===== config.mk =====
export PLATFORM = sky130hd
export DESIGN_NAME = hamming_decoder_7to4
export DESIGN_NICKNAME = d
export VERILOG_FILES = /design/src/rtl/hamming_pkg.sv /design/src/rtl/hamming_syndrome_7to4.sv /design/src/rtl/hamming_decoder_7to4.sv
export SDC_FILE = /design/constraint.sdc
export NUM_CORES = 1
export LEC_CHECK = 0
export ABC_AREA = 0
export CORE_MARGIN = 2
export CORE_UTILIZATION = 39
export CTS_CLUSTER_DIAMETER = 150
export DETAILED_ROUTE_END_ITERATION = 10
export HOLD_SLACK_MARGIN = 0.06
export PLACE_DENSITY = 0.79
export SKIP_CTS_REPAIR_TIMING = 1
export SLEW_MARGIN = 25
export SYNTH_ARGS = -nofsm -noshare
export SYNTH_HDL_FRONTEND = slang
export SYNTH_HIERARCHICAL = 1
export SYNTH_SLANG_ARGS = --single-unit

===== constraint.sdc =====
create_clock -name clock -period 1.2 [get_ports clock]
set_input_delay 0.18 -clock clock [delete_from_list [all_inputs] [get_ports clock]]
set_output_delay 0.18 -clock clock [all_outputs]
set_load 0.01 [all_outputs]

===== src/rtl/hamming_pkg.sv =====
// Shared Hamming(7,4) definitions used by both the encoder and the decoder so
// the bit layout {marker, p3, p2, p1, d3, d2, d1, d0} stays consistent.
package hamming_pkg;

    localparam int MARKER_BIT = 7;
    localparam int P3_BIT     = 6;
    localparam int P2_BIT     = 5;
    localparam int P1_BIT     = 4;
    localparam int D3_BIT     = 3;
    localparam int D2_BIT     = 2;
    localparam int D1_BIT     = 1;
    localparam int D0_BIT     = 0;

    localparam int CODE_W = 8;
    localparam int DATA_W = 4;

    typedef logic [2:0] syndrome_t;
    typedef logic [2:0] bitpos_t;

    typedef struct packed {
        logic [DATA_W-1:0] data;
        logic              corrected;
        logic              marker_err;
    } dec_result_t;

    // A zero syndrome maps to the marker position, which is never flipped.
    function automatic bitpos_t syndrome_to_pos(input syndrome_t s);
        bitpos_t pos;
        case (s)
            3'b001:  pos = bitpos_t'(P1_BIT);
            3'b010:  pos = bitpos_t'(P2_BIT);
            3'b100:  pos = bitpos_t'(P3_BIT);
            3'b011:  pos = bitpos_t'(D0_BIT);
            3'b110:  pos = bitpos_t'(D1_BIT);
            3'b111:  pos = bitpos_t'(D2_BIT);
            3'b101:  pos = bitpos_t'(D3_BIT);
            default: pos = bitpos_t'(MARKER_BIT);
        endcase
        return pos;
    endfunction

endpackage


===== src/rtl/hamming_syndrome_7to4.sv =====
// Combinational syndrome and marker check for one received Hamming(7,4) code word.
module hamming_syndrome_7to4
    import hamming_pkg::*;
(
    input  logic [CODE_W-1:0] word_i,
    output syndrome_t         syndrome_o,
    output logic              marker_err_o
);

    logic s1;
    logic s2;
    logic s3;

    assign s1 = word_i[P1_BIT] ^ word_i[D3_BIT] ^ word_i[D2_BIT] ^ word_i[D0_BIT];
    assign s2 = word_i[P2_BIT] ^ word_i[D2_BIT] ^ word_i[D1_BIT] ^ word_i[D0_BIT];
    assign s3 = word_i[P3_BIT] ^ word_i[D3_BIT] ^ word_i[D2_BIT] ^ word_i[D1_BIT];

    assign syndrome_o   = {s3, s2, s1};
    assign marker_err_o = ~word_i[MARKER_BIT];

endmodule


===== src/rtl/hamming_decoder_7to4.sv =====
// Two-stage streaming Hamming(7,4) decoder with valid/ready handshakes.
// Define HAMMING_DEC_STATS_EN to build the saturating statistics counters.
module hamming_decoder_7to4
    import hamming_pkg::*;
#(
    parameter int CNT_W = 16
) (
    input  logic              clock,
    input  logic              reset,
    input  logic              in_valid,
    output logic              in_ready,
    input  logic [7:0]        in_data,
    output logic              out_valid,
    input  logic              out_ready,
    output logic [3:0]        out_data,
    output logic              out_corrected,
    output logic              out_marker_err,
    input  logic              clear_stats,
    output logic [CNT_W-1:0]  stat_corrected,
    output logic [CNT_W-1:0]  stat_marker_err
);

    syndrome_t   in_syn;
    logic        in_merr;

    // Parity bits are fully captured by the syndrome, so only the data nibble is kept.
    logic        s1_valid_q, s1_valid_d;
    logic [3:0]  s1_data_q,  s1_data_d;
    syndrome_t   s1_syn_q,   s1_syn_d;
    logic        s1_merr_q,  s1_merr_d;

    logic        s2_valid_q, s2_valid_d;
    dec_result_t s2_res_q,   s2_res_d;

    logic        s1_advance;
    logic        s2_advance;
    bitpos_t     flip_pos;
    logic [3:0]  data_flip;

    hamming_syndrome_7to4 u_syndrome (
        .word_i       (in_data),
        .syndrome_o   (in_syn),
        .marker_err_o (in_merr)
    );

    assign s2_advance = !s2_valid_q || out_ready;
    assign s1_advance = !s1_valid_q || s2_advance;
    assign in_ready   = s1_advance;

    assign flip_pos  = syndrome_to_pos(s1_syn_q);
    assign data_flip = flip_pos[2] ? 4'b0000 : (4'b0001 << flip_pos[1:0]);

    always_comb begin
        s1_valid_d = s1_valid_q;
        s1_data_d  = s1_data_q;
        s1_syn_d   = s1_syn_q;
        s1_merr_d  = s1_merr_q;
        s2_valid_d = s2_valid_q;
        s2_res_d   = s2_res_q;
        if (s1_advance) begin
            s1_valid_d = in_valid;
            if (in_valid) begin
                s1_data_d = in_data[3:0];
                s1_syn_d  = in_syn;
                s1_merr_d = in_merr;
            end
        end
        if (s2_advance) begin
            s2_valid_d = s1_valid_q;
            if (s1_valid_q) begin
                s2_res_d.data       = s1_data_q ^ data_flip;
                s2_res_d.corrected  = (s1_syn_q != 3'b000);
                s2_res_d.marker_err = s1_merr_q;
            end
        end
    end

    always_ff @(posedge clock or negedge reset) begin
        if (!reset) begin
            s1_valid_q <= 1'b0;
            s1_data_q  <= '0;
            s1_syn_q   <= '0;
            s1_merr_q  <= 1'b0;
            s2_valid_q <= 1'b0;
            s2_res_q   <= '0;
        end else begin
            s1_valid_q <= s1_valid_d;
            s1_data_q  <= s1_data_d;
            s1_syn_q   <= s1_syn_d;
            s1_merr_q  <= s1_merr_d;
            s2_valid_q <= s2_valid_d;
            s2_res_q   <= s2_res_d;
        end
    end

    assign out_valid      = s2_valid_q;
    assign out_data       = s2_res_q.data;
    assign out_corrected  = s2_res_q.corrected;
    assign out_marker_err = s2_res_q.marker_err;

`ifdef HAMMING_DEC_STATS_EN
    logic              out_xfer;
    logic [CNT_W-1:0]  cnt_corr_q, cnt_corr_d;
    logic [CNT_W-1:0]  cnt_merr_q, cnt_merr_d;

    assign out_xfer = s2_valid_q && out_ready;

    // Clearing wins over a same-cycle increment; counters stick at all-ones.
    always_comb begin
        cnt_corr_d = cnt_corr_q;
        cnt_merr_d = cnt_merr_q;
        if (clear_stats) begin
            cnt_corr_d = '0;
            cnt_merr_d = '0;
        end else if (out_xfer) begin
            if (s2_res_q.corrected && (cnt_corr_q != '1)) begin
                cnt_corr_d = cnt_corr_q + CNT_W'(1);
            end
            if (s2_res_q.marker_err && (cnt_merr_q != '1)) begin
                cnt_merr_d = cnt_merr_q + CNT_W'(1);
            end
        end
    end

    always_ff @(posedge clock or negedge reset) begin
        if (!reset) begin
            cnt_corr_q <= '0;
            cnt_merr_q <= '0;
        end else begin
            cnt_corr_q <= cnt_corr_d;
            cnt_merr_q <= cnt_merr_d;
        end
    end

    assign stat_corrected  = cnt_corr_q;
    assign stat_marker_err = cnt_merr_q;
`else
    logic unused_clear_stats;

    assign unused_clear_stats = clear_stats;
    assign stat_corrected     = '0;
    assign stat_marker_err    = '0;
`endif

endmodule


# Yosys cells after proc, flatten, opt, wreduce, memory -nomap -nowiden
# Index checks and enable logic that the tools add are counted.
# totals
wordCells	36
mem_count	0
in_bits	13
latch_bits	0
ff_bits	16
ram_bits	0
mem_bits_ro	0
output_inout_bits	40
# op_classes
n_div	0
n_reduce_logical	7
n_bitwise	11
shifts	1
n_eq_ne	7
addsub	0
mul	0
magnitude_cmp	0
muxes	2
# op_table
operator	n
case mux 3 bit (7 select lines)	1
equality test 3 bit (second input constant)	4
bitwise XOR 1 bit	9
equality test 3 x 2 -> 1 bit (second input constant)	2
2-to-1 mux 4 bit	1
AND reduction 2 bit	2
<< shifter 1 x 2 -> 4 bit (first input constant)	1
bitwise XOR 4 bit	1
equality test 3 x 1 -> 1 bit (second input constant)	1
nonzero test 3 bit	1
zero test 1 bit	2
logical OR 1 bit	2
inverter 1 bit	1

# Depth between registers and ports, before layout
# depth
depth_word	5
ltp_mapped	4
mapped_depth_nobuf	3

# Hierarchy
# Netlist, hierarchy kept.
# by_module_without_submodules
module	area_each_um2	n_inst	seq_area_each_um2	cells_per_inst
hamming_decoder_7to4	923.4	1	400.4	79
hamming_syndrome_7to4	103.8	1	0.0	12

# Worst setup path after synthesis
# No wires, ideal clock.
# synth_timing
path_type	reg-to-reg
from	reg s2_valid_q (netlist: out_valid)
to	reg s1_data_q[0]
n_path_buf	0
required_ns	1.075
synth_period_minus_slack_ns	1.215
arrival_ns	1.090
setup_ns	0.125
stages_incl_launch_ff	4
path_slack_ns	-0.015
path_cell_list	dfrtp_1 nand3b_2 nand2_4 mux2_2
# synth_between
elab_chain_len	4
# synth_lines
item	line	text
start: declaration	hamming_decoder_7to4.sv:32	logic s2_valid_q, s2_valid_d;
start signal: assignment	hamming_decoder_7to4.sv:91	s2_valid_q <= s2_valid_d;
zero test 1 bit	hamming_decoder_7to4.sv:46	assign s2_advance = !s2_valid_q || out_ready;
logical OR 1 bit	hamming_decoder_7to4.sv:46	
logical OR 1 bit	hamming_decoder_7to4.sv:47	assign s1_advance = !s1_valid_q || s2_advance;
named net in_ready	hamming_decoder_7to4.sv:11	output logic in_ready,
AND reduction 2 bit (no line)	--	
end signal: assignment	hamming_decoder_7to4.sv:88	s1_data_q <= s1_data_d;
end: declaration	hamming_decoder_7to4.sv:28	logic [3:0] s1_data_q, s1_data_d;
# The timed path passes the listed nets, and every way through them passes these cells.
# A chain may end at the register's enable or synchronous reset.

# Final worst setup path
# layout_timing
from	reg s2_valid_q (netlist: out_valid)
to	reg s2_res_q (netlist bit out_marker_err)
# layout_between
elab_chain_len	3
# layout_lines
item	line	text
zero test 1 bit	hamming_decoder_7to4.sv:46	
logical OR 1 bit	hamming_decoder_7to4.sv:46	
AND reduction 2 bit (no line)	--	
end signal: assignment	hamming_decoder_7to4.sv:92	s2_res_q <= s2_res_d;
end: declaration	hamming_decoder_7to4.sv:33	dec_result_t s2_res_q, s2_res_d;
# Every way passes these cells.

==> flow_summary.yaml <==
route:
  wl_met2_um: 669
  wl_met1_um: 507
  routed_wl_um: 1350
  wl_met3_um: 151
  drtAntennaViolNets: 0
  firstDrtPassIters: 3
  vias: 596
  drt_first_iter_violations: 2
  top_layer: "met4"
  via_per_inst: 4.08
  wl_per_cell_um: 9.23
  drc: 0
synthesis:
  synth_area_um2: 1030
  ys_seq_area_share_pct: 39.0
  yosysWarnings: 6
  yosysUniqueCellTypes: 19
  ys_ff_latch: 16
  synth_top_area_share_pct: 39.0
  yosysMostFrequentCell: "buf_4"
  synthTopCellsByCount: "buf_4 (35), dfrtp_1 (16), mux2_2 (13), xnor2_1 (10), nand3b_1 (3)"
  synth_edf_count: 0
  postSynthAreaPerCell_um2: 11.3
  synth_flop_cell: "dfrtp_1"
  post_synth_inst_count: 91
  synth_area_leaders: "dfrtp_1 (39%), buf_4 (26%), mux2_2 (14%)"
  yosys.area.top_type: "dfrtp_1"
  async_reset_ff_share_pct: 100
floorplanning:
  die_y_um: 55.3
  die_area_um2: 3060
  coreArea_um2: 2480
  die_w_um: 55.3
  pin_count: 53
  rows: 18
  start_util_pct: 41.5
critical_path:
  worst-path-buf-inv: 1
  worst-endpoint-arrival_ns: 1.33
  slowest_stage: "dfrtp_2"
  path_depth: 4
  end_kind: "flop"
  crit_family: "flip-flops"
  crit_path_max_incr_delay_ns: 0.39
  rr_worst_depth: 4
  required_ns: 1.37
  crit_type: "reg2reg"
  crit_path_cell_trace: "buf_4, nand2b_4, nand2_2, mux2_2"
  cp-start-kind: "flop"
  worst-path-max-fanout: 5
pwr:
  power.leakage_nw: 0.599
  irDropWorstVdd_mv: 0.980
  power_density_nw_per_um2: 1420
layout:
  fin_cells: 146
  regArea_um2: 402
  n_fill_cell: 234
  areaGrowthSynthToFinish_pct: 18.3
  diodes: 0
  drive_above_1_share_pct: 25.9
  nets: 130
  multiInputGateArea_um2: 488
timing:
  drv_slew: 0
  fin_skew_ns: 0.00219
  fin_crit_ns: 1.16
  rsz0062_at_grt: "yes"
  fin_setup_tns_ns: 0
  fmax_ghz: 0.863
  setup_viol: 0
  final-hold-violation-count: 0
  fin_crit_sh_pct: 96.5
global_routing:
  antenna_found_initial: 0
  first_global_vias: 513
  grt_pass1_wl_um: 2000
  grt_max_degree: 17
  overflow: 0
  grt_use_total_pct: 8.30
clock_tree:
  path_clk_slew_ns: 0.09
  cts_made_buffers: 3
  cts_tree: "built"
  htreeDepth: 1
  cts.sinks: 16
  clock-root-buffer: "clkbuf_4"
  clock_latency_ns: 0.28
  cts_buffer_depth: 2
placement:
  dp_hpwl_um: 1150
  portBuffers: 19
  place.gp.congestion: 0.712
  dp_cells: 142
run_status:
  outcome: "completed"
worst_hold_path:
  min_path_type: "in2async"
flow_run:
  cap_violations: 0
## per-stage QoR
| step | power, mW | util (%) | cell area, um^2 | setup WS (ns) | hold WS [ns] |
|---|---|---|---|---|---|
| after CTS | 1.77 | 48.1 | 1190 | -0.352 | 0.225 |
| final | 1.73 | 49.0 | 1210 | 0.0418 | 0.218 |
| after global routing | 1.84 | 49.0 | 1210 | -0.00981 | 0.238 |
| after detailed placement | 1.43 | 46.6 | 1150 | -0.348 | 0.495 |
| after floorplan | 1.23 | - | 1140 | 0.0413 | -0.116 |
| after global placement | 1.41 | 46.6 | 1150 | -0.330 | 0.486 |
## flip-flops by register name (all words and copies together), names as in the netlist
register        count
s1_syn_q            3
out_valid           1
s1_merr_q           1
out_marker_err      1
s1_data_q           4
out_corrected       1
s1_valid_q          1
out_data            4
## cell families after synthesis
family	share of synthesized area, %
compound gates	1.10
xor+xnor	11.0
buf+inv	25.9
flops	39.0
mux	14.3
other cells	0.365
simple gates	8.40
## worst reg2reg max path, delay by kind of cell (launching register included)
kind          cells  cell delay, ns
buf+inv           1            0.13
simple gates      2            0.19
mux               1            0.34
flops             1            0.39
## where the power goes
group	total (mW)	internal, mW	switching [mW]
Clock	0.342	0.185	0.157
Sequential	0.784	0.681	0.103
Combinational	0.599	0.359	0.240
## routing by layer
metal	vias to the layer above	global-route usage, %
met5	-	0
met3	2	3.04
met1	277	8.10
met2	40	14.8
met4	0	4.88
li1	277	-
## cell type report
type | instances | share of cell area [%]
sequential | 16 | 33.1
clock buffer | 4 | 2.99
inverter | 1 | 0.309
multi-input combinational | 70 | 40.2
tap | 30 | 3.09
timing repair buffer | 25 | 20.4
## path summary, 6_finish.rpt
kind                                       end  slack, ns   startpoint
worst max-delay path            out_marker_err       0.04    out_valid
worst min-delay path              s1_data_q[3]       0.22        reset
worst max register to register  out_marker_err       0.04    out_valid
worst min register to register     out_data[2]       0.50  out_data[2]
max in group asynchronous            out_valid       0.79        reset
min in group clock                 out_data[2]       0.50  out_data[2]
## cells in the final DEF (no fill, tap or decap), drive strengths merged
cell type	instances
a21oi	1
a31oi	1
buf	6
clkbuf	5
clkdlybuf4s50	11
conb	32
dfrtp	16
dlymetal6s2s	7
inv	1
mux2	13
nand2	2
nand2b	2
nand3	1
nand3b	4
nor3	1
or2b	1
xnor2	10
xor2	2
Power figures use the tool's default switching activity.
